## config.mk

```make
export PLATFORM = sky130hd
export DESIGN_NAME = rsa_exp_sequencer
export DESIGN_NICKNAME = d
export VERILOG_FILES = /design/src/rtl/rsa_exp_sequencer.sv
export SDC_FILE = /design/constraint.sdc
export NUM_CORES = 1
export LEC_CHECK = 0
export CORE_MARGIN = 10
export CORE_UTILIZATION = 46
export CTS_BUF_LIST = sky130_fd_sc_hd__clkbuf_16
export DETAILED_ROUTE_END_ITERATION = 16
export PLACE_DENSITY = 0.75
export RECOVER_POWER = 50
export SYNTH_ARGS = -nofsm -noshare
export SYNTH_HDL_FRONTEND = slang
export SYNTH_SLANG_ARGS = --single-unit
```

## constraint.sdc

```tcl
create_clock -name clk -period 2.1 [get_ports clk]
set_input_delay 0.21 -clock clk [delete_from_list [all_inputs] [get_ports clk]]
set_output_delay 0.21 -clock clk [all_outputs]
set_load 0.02 [all_outputs]
```

## src/rtl/rsa_exp_sequencer.sv

```systemverilog
// rsa_exp_sequencer: left-to-right binary exponentiation sequencer.
// It latches the exponent and length on start. It then issues Montgomery
// operations to the modmul engine in this order: TO_MONT, then per exponent
// bit SQR and an optional MUL, then FROM_MONT. Each operation uses a
// valid/ready request followed by a done pulse from the engine.
// Optional feature: define RSA_EXP_CONST_TIME_EN for constant-time mode.
// In that mode every bit issues a MUL, and the MULs for zero bits are
// flagged with op_dummy so the engine discards their result.
module rsa_exp_sequencer #(
  parameter int E_WIDTH = 16,
  parameter int LEN_W   = $clog2(E_WIDTH + 1)
) (
  input  logic               clk,
  input  logic               resetn,
  input  logic               start,
  input  logic               abort,
  input  logic [E_WIDTH-1:0] exponent,
  input  logic [LEN_W-1:0]   e_len,
  output logic               op_valid,
  output logic [1:0]         op_code,
  output logic               op_dummy,
  input  logic               op_ready,
  input  logic               op_done,
  output logic               busy,
  output logic               done,
  output logic               err,
  output logic [LEN_W-1:0]   bit_idx
);

  typedef enum logic [1:0] {
    S_IDLE  = 2'd0,
    S_ISSUE = 2'd1,
    S_WAIT  = 2'd2,
    S_DONE  = 2'd3
  } state_t;

  localparam logic [1:0] OP_TO_MONT   = 2'd0;
  localparam logic [1:0] OP_SQR       = 2'd1;
  localparam logic [1:0] OP_MUL       = 2'd2;
  localparam logic [1:0] OP_FROM_MONT = 2'd3;

  localparam logic [LEN_W-1:0] LEN_MAX = LEN_W'(E_WIDTH);
  localparam logic [LEN_W-1:0] LEN_ONE = LEN_W'(1);

`ifdef RSA_EXP_CONST_TIME_EN
  localparam bit CONST_TIME = 1'b1;
`else
  localparam bit CONST_TIME = 1'b0;
`endif

  state_t             r_state, w_state_nxt;
  logic [1:0]         r_op, w_op_nxt;
  logic [E_WIDTH-1:0] r_exp, w_exp_nxt;
  logic [LEN_W-1:0]   r_bit_idx, w_bit_idx_nxt;
  logic               r_err, w_err_nxt;
  logic               r_abort_pend, w_abort_pend_nxt;

  logic               w_len_ok;
  logic               w_cur_bit;
  logic               w_bit_last;
  logic               w_mul_needed;

  // Decode helpers: length validity and the exponent bit currently in play.
  always_comb begin
    w_len_ok     = (e_len != '0) && (e_len <= LEN_MAX);
    w_cur_bit    = |(r_exp & (E_WIDTH'(1) << r_bit_idx));
    w_bit_last   = (r_bit_idx == '0);
    w_mul_needed = CONST_TIME || w_cur_bit;
  end

  // State and latched run context; cleared asynchronously by resetn.
  always_ff @(posedge clk or negedge resetn) begin
    if (!resetn) begin
      r_state      <= S_IDLE;
      r_op         <= OP_TO_MONT;
      r_exp        <= '0;
      r_bit_idx    <= '0;
      r_err        <= 1'b0;
      r_abort_pend <= 1'b0;
    end else begin
      r_state      <= w_state_nxt;
      r_op         <= w_op_nxt;
      r_exp        <= w_exp_nxt;
      r_bit_idx    <= w_bit_idx_nxt;
      r_err        <= w_err_nxt;
      r_abort_pend <= w_abort_pend_nxt;
    end
  end

  // Next-state sequencing of the operation list and the engine handshake outputs.
  always_comb begin
    w_state_nxt      = r_state;
    w_op_nxt         = r_op;
    w_exp_nxt        = r_exp;
    w_bit_idx_nxt    = r_bit_idx;
    w_err_nxt        = r_err;
    w_abort_pend_nxt = r_abort_pend;
    op_valid         = 1'b0;
    op_code          = 2'b00;
    op_dummy         = 1'b0;
    busy             = (r_state != S_IDLE);
    done             = (r_state == S_DONE);

    case (r_state)
      S_IDLE: begin
        // A start here wins over a simultaneous abort; abort alone is ignored.
        if (start) begin
          w_err_nxt        = 1'b0;
          w_abort_pend_nxt = 1'b0;
          if (w_len_ok) begin
            w_exp_nxt     = exponent;
            w_bit_idx_nxt = e_len - LEN_ONE;
            w_op_nxt      = OP_TO_MONT;
            w_state_nxt   = S_ISSUE;
          end else begin
            w_err_nxt   = 1'b1;
            w_state_nxt = S_DONE;
          end
        end
      end

      S_ISSUE: begin
        // Abort before acceptance withdraws the request in the same cycle.
        if (abort) begin
          w_err_nxt   = 1'b1;
          w_state_nxt = S_DONE;
        end else begin
          op_valid = 1'b1;
          op_code  = r_op;
`ifdef RSA_EXP_CONST_TIME_EN
          op_dummy = (r_op == OP_MUL) && !w_cur_bit;
`else
          op_dummy = 1'b0;
`endif
          if (op_ready) begin
            w_state_nxt = S_WAIT;
          end
        end
      end

      S_WAIT: begin
        // The engine owns the accepted op, so an abort is only remembered here.
        if (abort) begin
          w_abort_pend_nxt = 1'b1;
        end
        if (op_done) begin
          if (abort || r_abort_pend) begin
            w_abort_pend_nxt = 1'b0;
            w_err_nxt        = 1'b1;
            w_state_nxt      = S_DONE;
          end else begin
            w_state_nxt = S_ISSUE;
            case (r_op)
              OP_TO_MONT: begin
                w_op_nxt = OP_SQR;
              end
              OP_SQR: begin
                if (w_mul_needed) begin
                  w_op_nxt = OP_MUL;
                end else if (w_bit_last) begin
                  w_op_nxt = OP_FROM_MONT;
                end else begin
                  w_bit_idx_nxt = r_bit_idx - LEN_ONE;
                  w_op_nxt      = OP_SQR;
                end
              end
              OP_MUL: begin
                if (w_bit_last) begin
                  w_op_nxt = OP_FROM_MONT;
                end else begin
                  w_bit_idx_nxt = r_bit_idx - LEN_ONE;
                  w_op_nxt      = OP_SQR;
                end
              end
              default: begin
                w_err_nxt   = 1'b0;
                w_state_nxt = S_DONE;
              end
            endcase
          end
        end
      end

      default: begin
        w_state_nxt = S_IDLE;
      end
    endcase
  end

  assign err     = r_err;
  assign bit_idx = r_bit_idx;

endmodule

```

# == Word level (Yosys, flattened, before mapping) ==
# Index checks and enable logic that the tools add are counted.
# totals
ff_bits,27
output_inout_bits,12
elab_cells,83
# op_classes
bitwise_logic,1
reduce_logical,17
addsub,2
n_shift,1
magnitude_cmp,1
n_eq_ne,15
n_mux,40
# op_table
cell,count
$mux 2,15
$mux 5,6
$pmux 5 s2,2
$and 16x16->16,1
$reduce_or 16->1,1
$shl 1x5->16 const A,1
$mux 1,12
$pmux 2 s3,2
$ne 2x2->1 const B,5
$sub 5x1->5 const B,2
$ne 3x3->1 const B,3
$reduce_and 7->1,1
$eq 2x2->1 const B,3
$reduce_and 3->1,2
$reduce_and 6->1,1
$le 5x5->1 const B,1
$logic_not 5->1,1
$reduce_and 5->1,1
$reduce_bool 5->1,1
$eq 2x1->1 const B,2
$logic_not 2->1,2
$ne 4x2->1 const B,1
$pmux 2 s2,1
$reduce_bool 2->1,2
8 further kinds,8

# == Logic depth before layout (Yosys ltp) ==
# Gate-level depths: netlist of run 1.
# depth
depth_word,8
mapped_depth,9
mapped_depth_nobuf,8

# == Worst setup path after synthesis of run 1 ==
# Ideal clock, no wire load.
# synth_path
kind,register to register
startpoint,register r_state[0]
endpoint,"register r_bit_idx[4], in the netlist bit_idx[4]"
path_stages_with_launch,9
arrival_ps,1928
slack_ps,46
required_ps,1974
synth_period_minus_slack_ps,2054
path_cell_list,dfrtp_1 inv_1 ha_1 buf_2 mux2i_1 ha_1 o21ai_0 o21a_1 o32a_1
# synth_between
elab_chain_len,3
word_cells_on_any_way,11
classes_between,eq/ne (7); mux (1); reduce/logical (3)
# synth_rtl
element,line,rtl
start: declaration,51,"state_t r_state, w_state_nxt;"
start signal: assignment,81,r_state <= w_state_nxt;
$eq 2x2->1 or $logic_not 2->1 (tied branches),104,case (r_state)
$ne 3x2->1 (no source line) (tied with other cells),-,
$reduce_and 7->1 (no source line),-,
end signal: assignment,84,r_bit_idx <= w_bit_idx_nxt;
end: declaration,54,"logic [LEN_W-1:0] r_bit_idx, w_bit_idx_nxt;"
# Several ways; a longest one is shown, not always the timed one.
# A chain may end at the register's enable or synchronous reset.

# == Final worst setup path of run 1 ==
# Same ends and word-level chain as after synthesis.

==> out/metrics.csv, run 1 <==
metric;value;unit
period utilisation layout;102.0;%
Area Growth Syn to Fin;46.50;%
area of the multi-input gates;0.001152;mm2
CTS tree;done;
PortBufs;37;
clock skew;0.004736;ns
Yosys top cell by area;dfrtp_1;
crit path DAT;2.30;ns
Starting Density;48.81;%
via count;1684;
DR DRC count;0;
# setup viols final;2;
Max Cap Viol;0;
Final Core Density;71.50;%
DR vias/cell;5.558;
Syn Nets;220;
Pre-antenna DRT Iters;4;
Layout fillers;276;
ant diodes;0;
die width;83.26;um
most frequent cells in the layout;clkdlybuf4s50_1 (32), buf_4 (32), dfrtp_1 (26);
Worst path top cell family by delay;compound AO/OA/AOI/OAI gates;
worst vdd ir;0.7820;mV
Worst setup EP type;flop;
Layout Nets;292;
CP cell instances;inv_2 > ha_4 > buf_6 > buf_4 > clkinvlp_4 > nor3_1 > o21ai_2 > o21ai_0 > o21ai_0 > o32a_1;
fin. max-slew vios;0;
Post-synth EDFFs;0;
slowest stage delay, CP;0.39;ns
Static Leak;0.001130;uW
pre-CTS WS;-0.05359;ns
Top Ports;39;
actual slew at the worst max-slew pin;1.495;ns
Antenna Nets Post-Route;0;
total core area;0.003771;mm2
Clock Sinks;27;
clock root buffer;clkbuf_16;
HPWL Detailed;3.496;mm
clock buffer depth;2;
proportion of layout cells with a drive suffix above 1;33.73;%
violated checks;negative setup slack;
H-tree depth;1;
post-place instance area;0.002464;mm2
Post-CTS Hold Buffers;0;
Synth Cell Area;0.001841;mm2
PD cells;1454;mW/mm2
f_max;466.8;MHz
Site Rows;22;
count of distinct cell types in the synthesized netlist;52;
Crit Path Max Fanout;7;
RePlAce Congestion;0.9153;
Post-Layout Inst Area;0.002696;mm2
Slowest cell on crit path;dfrtp_1;
class of the worst hold path;reg2reg;
setup ws final;-0.04244;ns
total track usage;12.88;%
RSZ-0062 raised after global routing;yes;
Final min period;2.142;ns
CP dominant cell by count;o21ai_0;
post-synthesis cell count;184;
Synth Flop Type;dfrtp_1;
register area;676.9;um2
Synth async-reset ratio;100.0;%
sequential-to-total area share from yosys stat;36.71;%
TNS Setup;-0.04667;ns
top cells by area, synth;dfrtp_1 (37%), mux2_2 (9.2%), ha_1 (6.1%);
final hold vios;0;
grt ovf;0;
die area;0.006931;mm2
CTS buffer count;3;
Power, Total;3921;uW
number of antenna violations at the first check in global routing;0;
Synth top area share;36.71;%
syn avg cell area;10.00;um2
startpoint types;flop;
clock slew at reported path FFs;0.07;ns
Post-Route WL;4.787;mm
relative slew slack;0.3584;%
Required @ worst endpoint;2.25;ns
drt wl/cell;15.80;um
WP buf/inv;4;
critical path class;reg2reg;
Yosys reg bits;27;
largest net degree at the start of global routing;28;
vias in the first global route;1641;
status;complete, but fails checks;
clk_lat worst skew;0.27;ns
Yosys warning total;0;
die height;83.26;um
initial detailed-routing violation count;82;
first-pass GRT wire length;7.824;mm
cells in the mapped netlist, types with 2 or more instances:
library cell / n
o32a_1: 2
inv_1: 15
a21oi_1: 7
a221oi_1: 2
nand2_1: 11
nor4_1: 3
ha_1: 9
mux2i_1: 7
o21ai_0: 11
and3b_2: 2
nor3_1: 8
buf_4: 3
nor2b_1: 2
a31oi_1: 3
buf_2: 3
nor2_1: 11
mux2_1: 2
nand2b_1: 3
xnor2_1: 2
nand3_1: 4
mux2_2: 15
o21ai_1: 2
o211ai_1: 2
dfrtp_1: 27
final timing paths:
kind                                   startpoint                endpoint  slack (ns)  depth (start not counted)
hold reg to reg              r_exp[1]$_DFFE_PN0P_    r_exp[1]$_DFFE_PN0P_        0.49                          1
setup reg to reg           r_state[0]$_DFFE_PN0P_  bit_idx[4]$_DFFE_PN0P_       -0.04                         10
min in group asynchronous                  resetn   r_exp[14]$_DFFE_PN0P_        0.84                          2
max in group asynchronous                  resetn  bit_idx[2]$_DFFE_PN0P_        0.28                          2
setup / recovery           r_state[0]$_DFFE_PN0P_  bit_idx[4]$_DFFE_PN0P_       -0.04                         10
hold / removal               r_exp[1]$_DFFE_PN0P_    r_exp[1]$_DFFE_PN0P_        0.49                          1
kinds of logic after synthesis:
logic type	share of synthesized area (%)
other cells	0.2037
mux	15.77
xor+xnor	1.428
flops	36.71
simple gates	17.47
fa+ha+maj	6.118
compound gates	16.38
buf+inv	5.914
per-stage QoR:
step / cells / hold WS (ns)
global placement: 292 / 0.4767
floorplan: 184 / -0.08559
finish: 303 / 0.4944
global route: 303 / 0.5174
detailed placement: 292 / 0.4813
CTS: 297 / 0.3352
what timing repair did:
item,CTS,global route
setup buffers,1,5
cloned,0,1
setup endpoints to repair,7,7
pin swaps,0,5
resized for setup,9,21
hold endpoints to repair,0,0
layer usage:
layer	track usage [%]	wire length, um
met2	21.23	2273
met3	2.539	215
met5	0	0
met1	16.95	2246
met4	2.308	52
worst reg2reg max path: stages, from the launching register on:
cell and delay, ns:
dfrtp_1 0.39, inv_2 0.09, ha_4 0.16, buf_6 0.13
buf_4 0.13, clkinvlp_4 0.11, nor3_1 0.29, o21ai_2 0.13
o21ai_0 0.24, o21ai_0 0.18, o32a_1 0.18
power breakdown:
part           total [uW]  switching (uW)  internal (uW)
Clock                 461             197            264
Sequential            977             200            777
Combinational        2480            1210           1270
flip-flops by register name, indices dropped and copies added, names as in the netlist:
signal,count
r_op,2
r_exp,16
err,1
r_abort_pend,1
r_state,2
bit_idx,5
layout make-up:
cell class / instances / share of cell area [%]
multi-input cells: 134 / 42.74
flip-flops and latches: 27 / 25.10
repair buffers: 75 / 24.59
clock buffers: 3 / 2.784
inverters: 15 / 2.227
well taps: 48 / 2.227
clock inverters: 1 / 0.3248
Power figures use the tool's default switching activity.
==> run 2: changes to the inputs <==
SETUP_SLACK_MARGIN = 0.3   (was default)
==> run 2 against run 1 <==
Effect of this change:
- the run now ends clean
- die area is the same
- highest routed layer unchanged
- clock power is essentially flat
- critical path depth shrank 1
- utilization grew 3.5 points
- worst setup slack gained 0.044 ns
- sequential power is essentially flat
- first-iteration DRC count grew 2.4%
- flip-flop and latch count is the same
- final cell count grew 0.99%
- count of clock-buffer cells in the layout is the same
- cell area grew 4.9%
==> out/metrics.csv, run 2 (synthesis gave the netlist of run 1 again) <==
metric;value;unit;change
Required @ worst endpoint;2.27;ns;was 2.25 ns
relative slew slack;1.746;%;was 0.3584%
GR peak layer;met2;;unchanged
R2R cell count;9;;was 10
RePlAce Congestion;0.8390;;was 0.9153
Hold Path Sink;r_exp[1]$_DFFE_PN0P_;;unchanged
Worst path top cell family by delay;compound AO/OA/AOI/OAI gates;;unchanged
Post-CTS Hold Buffers;0;;unchanged
status;finished, final reports clean;;was complete, but fails checks
vias in the first global route;1724;;was 1641
critical path class;reg2reg;;unchanged
FF-to-FF End;bit_idx[2]$_DFFE_PN0P_;;was bit_idx[4]$_DFFE_PN0P_
sw power;1755;uW;was 1612 uW
CP dominant cell by count;inv_2;;was o21ai_0
area of the multi-input gates;0.001256;mm2;was 0.001152 mm2
reg2reg start;r_state[1]$_DFFE_PN0P_;;was r_state[0]$_DFFE_PN0P_
Reg2Reg Setup Slack;0.001;ns;was -0.04 ns
worst vdd ir;0.7407;mV;was 0.7820 mV
Top reg by flops;r_exp;;unchanged
register area;679.4;um2;was 676.9 um2
DR DRC count;0;;unchanged
H-tree depth;1;;unchanged
via count;1729;;was 1684
CP cell instances;inv_2 > ha_4 > inv_2 > o32a_1 > o211ai_1 > buf_4 > nor2_1 > mux2_4 > a221oi_2;;was inv_2 > ha_4 > buf_6 > buf_4 > clkinvlp_4 > nor3_1 > o21ai_2 > o21ai_0 > o21ai_0 > o32a_1
number of antenna violations at the first check in global routing;0;;unchanged
die height;83.26;um;unchanged
actual slew at the worst max-slew pin;1.474;ns;was 1.495 ns
Starting Density;48.81;%;unchanged
Area Growth Syn to Fin;53.64;%;was 46.50%
ant diodes;0;;unchanged
total track usage;13.84;%;was 12.88%
RSZ-0062 raised after global routing;yes;;unchanged
hold wc startpoint;r_exp[1]$_DFFE_PN0P_;;unchanged
class of the worst hold path;reg2reg;;unchanged
clock root buffer;clkbuf_16;;unchanged
die width;83.26;um;unchanged
Final Core Density;74.98;%;was 71.50%
clock buffer depth;2;;unchanged
Crit Path Max Fanout;11;;was 7
Pre-antenna DRT Iters;4;;unchanged
CTS buffer count;3;;unchanged
total core area;0.003771;mm2;unchanged
drt wl/cell;17.51;um;was 15.80 um
f_max;476.5;MHz;was 466.8 MHz
DR vias/cell;5.650;;was 5.558
proportion of layout cells with a drive suffix above 1;41.47;%;was 33.73%
met1 Use GR;16.44;%;was 16.95%
Top Ports;39;;unchanged
WP buf/inv;3;;was 4
Final min period;2.099;ns;was 2.142 ns
Layout Nets;295;;was 292
CTS tree;done;;unchanged
initial detailed-routing violation count;84;;was 82
global routing usage on met3;3.320;%;was 2.539%
setup ws final;0.001425;ns;was -0.04244 ns
Antenna Nets Post-Route;0;;unchanged
Comb pwr share;65.7;%;was 63.3%
clock skew;0.007685;ns;was 0.004736 ns
startpoint types;flop;;unchanged
period utilisation layout;99.93;%;was 102.0%
clock slew at reported path FFs;0.07;ns;about the same
Worst setup EP type;flop;;unchanged
PortBufs;37;;unchanged
HPWL Detailed;3.467;mm;was 3.496 mm
grt ovf;0;;unchanged
fin. max-slew vios;0;;unchanged
most frequent cells in the layout;buf_4 (32), clkdlybuf4s50_1 (26), dfrtp_1 (24);;was clkdlybuf4s50_1 (32), buf_4 (32), dfrtp_1 (26)
final hold vios;0;;unchanged
Layout fillers;257;;was 276
Hold Crit Depth;1;;unchanged
sequential fraction of design power;23.4;%;was 24.9%
# setup viols final;0;;was 2
Post-Route WL;5.357;mm;was 4.787 mm
GR Util met2;23.60;%;was 21.23%
Critical path origin;r_state[1]$_DFFE_PN0P_;;was r_state[0]$_DFFE_PN0P_
Clock Sinks;27;;unchanged
Slowest cell on crit path;dfrtp_1;;unchanged
clock power share;10.9;%;was 11.8%
Internal;2432;uW;was 2309 uW
PD cells;1481;mW/mm2;was 1454 mW/mm2
max FFs per register;16;;unchanged
slowest stage delay, CP;0.43;ns;was 0.39 ns
pre-CTS WS;-0.06993;ns;was -0.05359 ns
largest net degree at the start of global routing;28;;unchanged
die area;0.006931;mm2;unchanged
clk_lat worst skew;0.27;ns;about the same
Site Rows;22;;unchanged
Switching Share;41.91;%;was 41.11%
crit path DAT;2.27;ns;was 2.30 ns
Static Leak;0.001187;uW;was 0.001130 uW
Max Cap Viol;0;;unchanged
TNS Setup;0;ns;was -0.04667 ns
first-pass GRT wire length;8.190;mm;was 7.824 mm
commonest non-fill, non-tap cell in the layout;buf_4;;
## run 2: final cells by class
cell class                      count  area share [%]
Sequential cell                    27           24.03
Timing Repair Buffer               78           24.42
Clock buffer                        3           2.655
Tap cell                           48           2.124
Clock inverter                      1          0.2655
Multi-Input combinational cell    134           44.42
Inverter                           15           2.080
## run 2: through the flow
| step | std cells | cell area, um2 | hold WS (ns) | power, uW |
|---|---|---|---|---|
| 4_1_cts | 302 | 2686 | 0.3349 | 3809 |
| 2_1_floorplan | 184 | 1866 | -0.08559 | 2366 |
| 3_5_place_dp | 283 | 2412 | 0.4804 | 3030 |
| 3_3_place_gp | 283 | 2412 | 0.4806 | 2980 |
| 6_report | 306 | 2828 | 0.4927 | 4187 |
| 5_1_grt | 306 | 2828 | 0.5082 | 4421 |
## run 2: worst max path at each step
stage	to	slack (ns)	cells past startpoint
after CTS	bit_idx[2]$_DFFE_PN0P_	0.08	7
after detailed placement	bit_idx[2]$_DFFE_PN0P_	-0.07	8
after global placement	bit_idx[2]$_DFFE_PN0P_	-0.03	8
final	bit_idx[2]$_DFFE_PN0P_	0.001	9
after floorplan	bit_idx[2]$_DFFE_PN0P_	0.14	6
after global routing	bit_idx[3]$_DFFE_PN0P_	-0.07	9
## run 2: worst reg2reg max path: stages (launching register included)
cell	delay, ns
dfrtp_1	0.43
inv_2	0.12
ha_4	0.17
inv_2	0.04
o32a_1	0.36
o211ai_1	0.13
buf_4	0.22
nor2_1	0.06
mux2_4	0.28
a221oi_2	0.20
## run 2: power by group through the flow
stage	Sequential [uW]	Clock, uW	Combinational [uW]
2_1_floorplan	1010	0	1360
3_3_place_gp	991	0	1990
3_5_place_dp	1010	0	2020
4_1_cts	961	462	2390
5_1_grt	1010	474	2940
6_report	979	458	2750
## run 2: layer usage
metal	wire [um]	part of all wire (%)
met5	0	0
met4	113	2.1
met2	2745	51
met3	313	5.8
met1	2184	41
## run 2: timing repair
| item | in CTS | in global routing |
|---|---|---|
| pin swaps | 7 | 12 |
| resized for setup | 36 | 28 |
| endpoints found under the setup margin | 27 | 27 |
| setup buffers | 15 | 4 |
| gates cloned | 0 | 0 |
